### src/rtl/cadr_sel_pkg.sv
// Shared types and constants for the round-robin select-decoder arbiter.
package cadr_sel_pkg;

  typedef enum logic [1:0] {
    ST_IDLE    = 2'd0,
    ST_SETUP   = 2'd1,
    ST_GRANT   = 2'd2,
    ST_RELEASE = 2'd3
  } state_e;

  localparam logic [7:0] SEL_NONE = 8'hFF;

endpackage

### src/rtl/cadr_rr_pick8.sv
// Rotating-priority encoder: first set request bit at or after ptr_i, mod 8.
module cadr_rr_pick8 (
  input  logic [7:0] req_i,
  input  logic [2:0] ptr_i,
  output logic [2:0] winner_o,
  output logic       any_o
);

  logic [7:0] rot;
  logic [2:0] offset;

  // rot[k] is the request k positions after the pointer; 3-bit add wraps mod 8
  genvar gi;
  generate
    for (gi = 0; gi < 8; gi++) begin : g_rot
      assign rot[gi] = req_i[ptr_i + 3'(gi)];
    end
  endgenerate

  always_comb begin
    offset = 3'd0;
    for (int k = 7; k >= 0; k--) begin
      if (rot[k]) offset = 3'(k);
    end
  end

  assign winner_o = ptr_i + offset;
  assign any_o    = |req_i;

endmodule

### src/rtl/cadr_sel_arbiter.sv
// Round-robin arbiter/sequencer driving a shared 3-to-8 active-low select decode.
// Every output is a flop, so selects never glitch and never overlap.
module cadr_sel_arbiter
  import cadr_sel_pkg::*;
#(
  parameter int HOLD_MAX = 16,
  parameter int CNT_W    = 8
) (
  input  logic       clk,
  input  logic       reset_n,
  input  logic [7:0] req,
  input  logic       done,
  output logic [2:0] sel_code,
  output logic       sel_en,
  output logic [7:0] sel_n,
  output logic [7:0] gnt,
  output logic       busy,
  output logic       timeout
);

  state_e             state_q, state_d;
  logic [2:0]         ptr_q, ptr_d;
  logic [CNT_W-1:0]   cnt_q, cnt_d;
  logic [2:0]         code_q, code_d;
  logic               en_q, en_d;
  logic [7:0]         sel_n_q, sel_n_d;
  logic [7:0]         gnt_q, gnt_d;
  logic               busy_q, busy_d;
  logic               timeout_q, timeout_d;

  logic [2:0]         pick_winner;
  logic               pick_any;
  logic               owner_req;
  logic               hold_expired;

  cadr_rr_pick8 u_pick (
    .req_i    (req),
    .ptr_i    (ptr_q),
    .winner_o (pick_winner),
    .any_o    (pick_any)
  );

  assign owner_req    = req[code_q];
  assign hold_expired = (cnt_q == CNT_W'(HOLD_MAX - 1));

  always_comb begin
    state_d   = state_q;
    ptr_d     = ptr_q;
    cnt_d     = cnt_q;
    code_d    = code_q;
    timeout_d = 1'b0;
    case (state_q)
      ST_IDLE: begin
        if (pick_any) begin
          code_d  = pick_winner;
          state_d = ST_SETUP;
        end
      end
      ST_SETUP: begin
        if (owner_req) begin
          state_d = ST_GRANT;
          cnt_d   = '0;
        end else begin
          state_d = ST_IDLE;
        end
      end
      ST_GRANT: begin
        if (cnt_q != {CNT_W{1'b1}}) cnt_d = cnt_q + 1'b1;
        if (done || !owner_req || hold_expired) begin
          state_d   = ST_RELEASE;
          // a completion that coincides with the limit is not a forced release
          timeout_d = hold_expired && !done && owner_req;
        end
      end
      ST_RELEASE: begin
        ptr_d   = code_q + 3'd1;
        state_d = ST_IDLE;
      end
      default: state_d = ST_IDLE;
    endcase
  end

  assign en_d   = (state_d == ST_GRANT);
  assign busy_d = (state_d != ST_IDLE);

  // decode from next-state values so the select flops line up with sel_en
  genvar gi;
  generate
    for (gi = 0; gi < 8; gi++) begin : g_dec
      assign sel_n_d[gi] = !(en_d && (code_d == 3'(gi)));
    end
  endgenerate

  assign gnt_d = ~sel_n_d;

  always_ff @(posedge clk or negedge reset_n) begin
    if (!reset_n) begin
      state_q   <= ST_IDLE;
      ptr_q     <= 3'd0;
      cnt_q     <= '0;
      code_q    <= 3'd0;
      en_q      <= 1'b0;
      sel_n_q   <= SEL_NONE;
      gnt_q     <= 8'h00;
      busy_q    <= 1'b0;
      timeout_q <= 1'b0;
    end else begin
      state_q   <= state_d;
      ptr_q     <= ptr_d;
      cnt_q     <= cnt_d;
      code_q    <= code_d;
      en_q      <= en_d;
      sel_n_q   <= sel_n_d;
      gnt_q     <= gnt_d;
      busy_q    <= busy_d;
      timeout_q <= timeout_d;
    end
  end

  assign sel_code = code_q;
  assign sel_en   = en_q;
  assign sel_n    = sel_n_q;
  assign gnt      = gnt_q;
  assign busy     = busy_q;
  assign timeout  = timeout_q;

endmodule

### config.mk
export PLATFORM = sky130hd
export DESIGN_NAME = cadr_sel_arbiter
export DESIGN_NICKNAME = d
export VERILOG_FILES = /design/src/rtl/cadr_sel_pkg.sv /design/src/rtl/cadr_rr_pick8.sv /design/src/rtl/cadr_sel_arbiter.sv
export SDC_FILE = /design/constraint.sdc
export NUM_CORES = 1
export LEC_CHECK = 0
export CAP_MARGIN = 20
export CORE_MARGIN = 2
export CORE_UTILIZATION = 55
export CTS_CLUSTER_SIZE = 8
export DETAILED_ROUTE_END_ITERATION = 16
export HOLD_SLACK_MARGIN = 0.1
export MAX_ROUTING_LAYER = met4
export PLACE_DENSITY = 0.81
export SETUP_SLACK_MARGIN = 0.2
export SLEW_MARGIN = 20
export SYNTH_ARGS = -nofsm -noshare
export SYNTH_HDL_FRONTEND = slang
export SYNTH_SLANG_ARGS = --single-unit
### constraint.sdc
create_clock -name clk -period 5.9 [get_ports clk]
set_clock_uncertainty 0.1 [all_clocks]
set_input_delay 0.885 -clock clk [delete_from_list [all_inputs] [get_ports clk]]
set_output_delay 0.885 -clock clk [all_outputs]
set_load 0.01 [all_outputs]
# Yosys cells after proc, flatten, opt, wreduce, memory -nomap -nowiden
# Cells that the tools add are included.
[word_totals]
ff_bits = 35
out_inout_bits = 22
elab_cells = 109
[op_classes]
add_sub_neg = 10
order_cmp = 9
n_eq_ne = 15
muxes = 37
bitwise_logic = 1
n_reduce_logical = 28
[op_table]
columns = ["op", "n"]
rows = [
  ["$lt A3 B4 Y1 const B", 9],
  ["$mux W3", 10],
  ["$bmux W1 S3", 9],
  ["$mux W8", 2],
  ["$pmux W8 S2", 1],
  ["$add A3 B3 Y3 const B", 4],
  ["$eq A3 B3 Y1 const B", 4],
  ["$mux W1", 11],
  ["$logic_and A1 B1 Y1", 10],
  ["$logic_not A1 Y1", 10],
  ["$add A8 B1 Y8 const B", 1],
  ["$eq A8 B4 Y1 const B", 1],
  ["$ne A8 B8 Y1 const B", 1],
  ["$not A8 Y8", 1],
  ["$pmux W2 S4", 1],
  ["$reduce_or A8 Y1", 1],
  ["$add A3 B1 Y3 const B", 2],
  ["$add A3 B2 Y3 const B", 2],
  ["$eq A2 B2 Y1 const B", 3],
  ["$eq A3 B2 Y1 const B", 2],
  ["$mux W2", 3],
  ["$ne A2 B2 Y1 const B", 2],
  ["$reduce_bool A2 Y1", 2],
  ["$add A3 B3 Y3", 1],
  ["6 further kinds", 7],
]

# Logic depth before layout (Yosys ltp)
[logic_depth]
ltp_word = 18
depth_mapped = 19
depth_no_buf = 16

# By module
# A second synthesis with hierarchy kept.
[hier_totals]
cells_unflattened = 225
hier_area_um2 = 2447.3
[by_module_without_submodules]
columns = ["mod", "instances", "cells_per_inst", "area_each_um2", "seq_area_each_um2"]
rows = [
  ["cadr_sel_arbiter", 1, 154, 1724.2, 885.8],
  ["cadr_rr_pick8", 1, 71, 723.2, 0.0],
]

# Worst setup path after synthesis
# OpenSTA, ideal clock, no wires.
[synth_timing]
path_type = "flip-flop to flip-flop"
start = "register ptr_q[1]"
end = "register sel_n_q[2] (netlist: sel_n[2])"
setup_ps = 94
t_arrival_ps = 3632
t_required_ps = 5706
slack_ps = 2074
path_stages_with_launch = 16
path_buffers = 2
synth_period_minus_slack_ps = 3826
cell_sequence = "dfrtp_1 > buf_2 > inv_1 > ha_1 > buf_6 > mux4_2 > nor2_1 > a31oi_1 > o221ai_1 > a21boi_1 > o221a_2 > ha_1 > inv_1 > fa_1 > o21a_1 > or4_1"
[synth_via]
elab_chain_cells = 17
word_cells_on_any_way = 37
cone_classes = "add/sub: 8; eq/ne: 1; mux: 26; reduce/logical: 2"
[synth_rtl]
columns = ["element", "line_no", "rtl"]
rows = [
  ["start: declaration", "cadr_sel_arbiter.sv:22", "logic [2:0] ptr_q, ptr_d;"],
  ["start signal: assignment", "cadr_sel_arbiter.sv:109", "ptr_q <= ptr_d;"],
  ["$add A3 B3 Y3", "cadr_rr_pick8.sv:16", "assign rot[gi] = req_i[ptr_i + 3'(gi)];"],
  ["$bmux W1 S3", "cadr_rr_pick8.sv:16", ""],
  ["$mux W1 (implied by the code)", "cadr_rr_pick8.sv:16", ""],
  ["$mux W3 (8 in series)", "cadr_rr_pick8.sv:23", "if (rot[k]) offset = 3'(k);"],
  ["$add A3 B3 Y3 (*)", "cadr_rr_pick8.sv:27", "assign winner_o = ptr_i + offset;"],
  ["$mux W3 (*)", "cadr_sel_arbiter.sv:54", "if (pick_any) begin"],
  ["$mux W3 (*)", "cadr_sel_arbiter.sv:52", "case (state_q)"],
  ["$eq A3 B2 Y1 (*)", "cadr_sel_arbiter.sv:90", "assign sel_n_d[gi] = !(en_d && (code_d == 3'(gi)));"],
  ["$logic_and A1 B1 Y1 (*)", "cadr_sel_arbiter.sv:90", ""],
  ["$logic_not A1 Y1 (*)", "cadr_sel_arbiter.sv:90", ""],
  ["named net sel_n_d[2]", "cadr_sel_arbiter.sv:26", "logic [7:0] sel_n_q, sel_n_d;"],
  ["end signal: assignment", "cadr_sel_arbiter.sv:113", "sel_n_q <= sel_n_d;"],
  ["end: declaration", "cadr_sel_arbiter.sv:26", ""],
]
# The timed path passes the listed nets; every way through them passes the cells marked *. The select of a mux whose other input is x is not followed.
# A chain may end at the register's enable or synchronous reset.

# Worst setup path in the final report
[layout_timing]
start = "register ptr_q[0]"
end = "register sel_n_q[2] (netlist: sel_n[2])"
[layout_via]
elab_chain_cells = 17
word_cells_on_any_way = 37
cone_classes = "add/sub: 8; eq/ne: 1; mux: 26; reduce/logical: 2"
[layout_rtl]
columns = ["element", "line_no", "rtl"]
rows = [
  ["$add A3 B3 Y3", "cadr_rr_pick8.sv:16", ""],
  ["$bmux W1 S3", "cadr_rr_pick8.sv:16", ""],
  ["$mux W1 (implied by the code)", "cadr_rr_pick8.sv:16", ""],
  ["$mux W3 (8 in series)", "cadr_rr_pick8.sv:23", ""],
  ["$add A3 B3 Y3 (*)", "cadr_rr_pick8.sv:27", ""],
  ["$mux W3 (*)", "cadr_sel_arbiter.sv:54", ""],
  ["$mux W3 (*)", "cadr_sel_arbiter.sv:52", ""],
  ["named net code_d[0]", "cadr_sel_arbiter.sv:24", "logic [2:0] code_q, code_d;"],
  ["$eq A3 B2 Y1 (*)", "cadr_sel_arbiter.sv:90", ""],
  ["$logic_and A1 B1 Y1 (*)", "cadr_sel_arbiter.sv:90", ""],
  ["$logic_not A1 Y1 (*)", "cadr_sel_arbiter.sv:90", ""],
  ["named net sel_n_d[2]", "cadr_sel_arbiter.sv:26", ""],
]
# Marks and branches as above.

==> flow_metrics.py <==
metrics = {
    "worst_setup_path": {
        "worstPathMaxFanout": 16,
        "end_kind": "flop",
        "critical_path_class": "reg -> reg",
        "crit_required_ns": 6.00,
        "cp-startpoint": "ptr_q[0]$_DFFE_PN0N_",
        "r2r_slack_ns": 1.07,
        "reg2reg_to": "sel_n[2]$_DFF_PN1_",
        "path_cells": "clkinv_1 > ha_1 > mux4_2 > nor2_1 > a31oi_1 > o221ai_1 > a21boi_1 > o221a_2 > ha_1 > mux2i_1 > inv_1 > or4_1",
        "cp_common_cell": "ha_1",
        "r2r-start": "ptr_q[0]$_DFFE_PN0N_",
        "worstRegToRegCells": 12,
        "cp_slowest_cell": "dfrtp_1",
        "worstPathArrival_ns": 4.93,
        "cp-endpoint": "sel_n[2]$_DFF_PN1_",
        "setup.worst_path.start_class": "flop",
        "slowest_delay_ns": 0.72,
    },
    "drt": {
        "drtIter0Drc": 151,
        "vias": 1767,
        "vias_per_cell": 6.03,
        "ant_nets": 0,
        "wirelength_mm": 4.72,
        "firstDrtPassIters": 5,
        "wire_per_inst_um": 16.1,
        "drc_errors": 0,
    },
    "sta": {
        "finalHoldViolations": 0,
        "worst_slew_pin_slew_ns": 0.689,
        "slew_viol_final": 0,
        "min_period_ns": 4.83,
        "fin_setup_tns_ns": 0,
        "setup_violations": 0,
        "worst_slack_ns": 1.07,
        "slew_headroom_pct": 53.9,
        "fin_crit_sh_pct": 81.8,
        "grt_setup_unrepaired": "no",
        "whs_ns": 0.400,
        "timing.fmax_mhz": 207,
    },
    "clock_network": {
        "cts_hold_buf": 0,
        "htreeDepth": 2,
        "clk_pin_slew_ns": 0.07,
        "post_cts_buffers": 0,
        "clock_path_buffers": 2,
        "cts_resized": 0,
        "cts_root_buf": "clkbuf_8",
        "cts_made_buffers": 5,
        "cts.sinks": 35,
        "cts_tree": "yes",
        "clock_latency_ns": 0.28,
    },
    "place": {
        "preCtsSetupSlack_ns": 1.19,
        "io_buffers": 32,
        "gp_congestion": 0.845,
        "dp.final_hpwl_mm": 3.32,
        "postPlaceCellArea_sq_um": 2600,
    },
    "synth": {
        "synthArstFlopShare_pct": 100,
        "yosys_most_used_dff": "dfrtp_1",
        "netlist_top_cells_area": "dfrtp_1, dfstp_2, mux4_2",
        "yosysSeqAreaShare_pct": 39.2,
        "syn_area_per_cell_sq_um": 10.7,
        "synth_edf_count": 0,
        "ys_ff_latch": 35,
        "syn_nets": 233,
        "synth_cells": 211,
        "yosysTopAreaCellShare_pct": 29.9,
        "synth_warnings": 0,
        "synth_cell_types": 51,
        "post-synth-top-area-cell": "dfrtp_1",
        "synth_area_sq_um": 2260,
    },
    "cells_and_area": {
        "mostFrequentLayoutCells": "clkdlybuf4s50_1, dfrtp_1, nand2_1",
        "fill_cells": 313,
        "area_delta_synth_final_pct": 20.1,
        "final_common_cell": "clkdlybuf4s50_1",
        "antenna_cells": 0,
        "layout.nets": 264,
        "final_layout_size_suffix_gt1_share_pct": 15.6,
        "design_area_sq_um": 2720,
    },
    "grt": {
        "antenna_found_initial": 0,
        "grt_pass1_wl_mm": 8.02,
        "overflow": 0,
        "grt_max_degree": 36,
        "grt_use_total_pct": 23.8,
        "grt_pass1_vias": 1676,
    },
    "floorplan": {
        "num_rows": 23,
        "ios": 33,
        "die_w_um": 68.1,
        "initial_core_util_pct": 57.0,
        "die_y_um": 68.1,
        "design.core.area_sq_um": 3970,
        "dieArea_sq_um": 4640,
    },
    "pwr": {
        "swShare_pct": 44.3,
        "switchingPower_mw": 0.657,
        "peakVddDrop_mv": 0.274,
        "combPwrFrac_pct": 59.7,
        "power_density_nw_per_um2": 547,
        "clock_power_share_pct": 14.8,
        "p_int_mw": 0.828,
        "p_leak_nw": 1.14,
        "p_seq_share_pct": 25.6,
    },
    "min_path": {
        "hp-class": "reg -> reg",
        "min_from": "cnt_q[7]$_DFFE_PN0P_",
        "worstHoldPathCells": 1,
    },
    "outcome": {
        "status": "complete, no violations",
    },
    "flow_run": {
        "maxCapViolations": 0,
    },
}
worst min-delay path by stage:
stage                           end  slack, ns
4_1_cts        cnt_q[7]$_DFFE_PN0P_       0.40
2_1_floorplan  cnt_q[7]$_DFFE_PN0P_       0.36
5_1_grt        cnt_q[7]$_DFFE_PN0P_       0.43
3_5_place_dp   cnt_q[7]$_DFFE_PN0P_       0.38
3_3_place_gp   cnt_q[7]$_DFFE_PN0P_       0.38
6_report       cnt_q[7]$_DFFE_PN0P_       0.40
worst max-delay path: cells and delay by family (launching register included):
kind | cells | cell delay, ns
adder cells (fa/ha/maj) | 2 | 0.94
multiplexers | 2 | 1.09
flip-flops | 1 | 0.72
AO/OA/AOI/OAI | 4 | 0.59
buffers and inverters | 2 | 0.57
AND/OR/NAND/NOR | 2 | 0.72
cells in the mapped netlist (all sizes together) (2+ instances only):
library cell,n
nand4,6
a21oi,5
mux2i,12
a31oi,4
nor2,10
nand2,15
nor3,2
inv,11
and3,2
nor2b,2
dfrtp,27
nand3,6
nor4,5
or4,6
mux2,6
o21ai,15
nor3b,4
xor2,3
mux4,9
clkbuf,3
dfstp,8
or2,3
and4,5
and2,6
ha,10
o31ai,5
buf,6
power by group through the flow:
| stage | Combinational, mW | Clock [mW] | Sequential (mW) |
|---|---|---|---|
| 4_1_cts | 0.878 | 0.224 | 0.378 |
| 5_1_grt | 0.972 | 0.235 | 0.389 |
| 3_3_place_gp | 0.846 | 0 | 0.381 |
| 3_5_place_dp | 0.860 | 0 | 0.383 |
| 2_1_floorplan | 0.716 | 0 | 0.349 |
| 6_report | 0.886 | 0.219 | 0.379 |
registers in the layout (all words and copies together) (netlist names):
signal / count
cnt_q: 8
gnt: 8
sel_n: 8
ptr_q: 3
sel_code: 3
state_q: 2
busy: 1
sel_en: 1
timeout: 1
per-stage QoR:
step	utilization, %	instances	power [mW]
floorplan	-	211	1.06
global placement	65.4	285	1.23
detailed placement	65.4	285	1.24
CTS	68.4	293	1.48
global route	68.4	293	1.60
finish	68.4	293	1.48
cell type report:
class	instances	area, sq um	share of cell area [%]
clock inverter	2	35.0	1.29
timing repair buffer	33	328	12.1
tap	50	62.6	2.30
clock buffer	6	82.6	3.04
multi-input combinational	155	1280	47.0
sequential	35	886	32.6
inverter	12	45.0	1.66
kinds of logic (layout without fill, tap and decap cells):
group | count (synthesis) | count (layout) | synth area share [%]
adders and majority gates | 11 | 11 | 6.42
muxes | 27 | 27 | 17.8
DFF | 35 | 35 | 39.2
buffers and inverters | 21 | 53 | 4.37
and+or+nand+nor | 74 | 74 | 18.8
xor gates and xnor gates | 4 | 4 | 1.55
AOI/OAI and AO/OA | 39 | 39 | 11.9
routing by layer:
| layer | routed length, um | vias up | global-route usage, % |
|---|---|---|---|
| met5 | 0 | - | - |
| met4 | 45 | 0 | 8.00 |
| met3 | 129 | 9 | 4.28 |
| met2 | 2310 | 37 | 35.2 |
| met1 | 2230 | 867 | 33.4 |
| li1 | - | 854 | - |
Note: power is estimated with default switching activity, not from simulation.
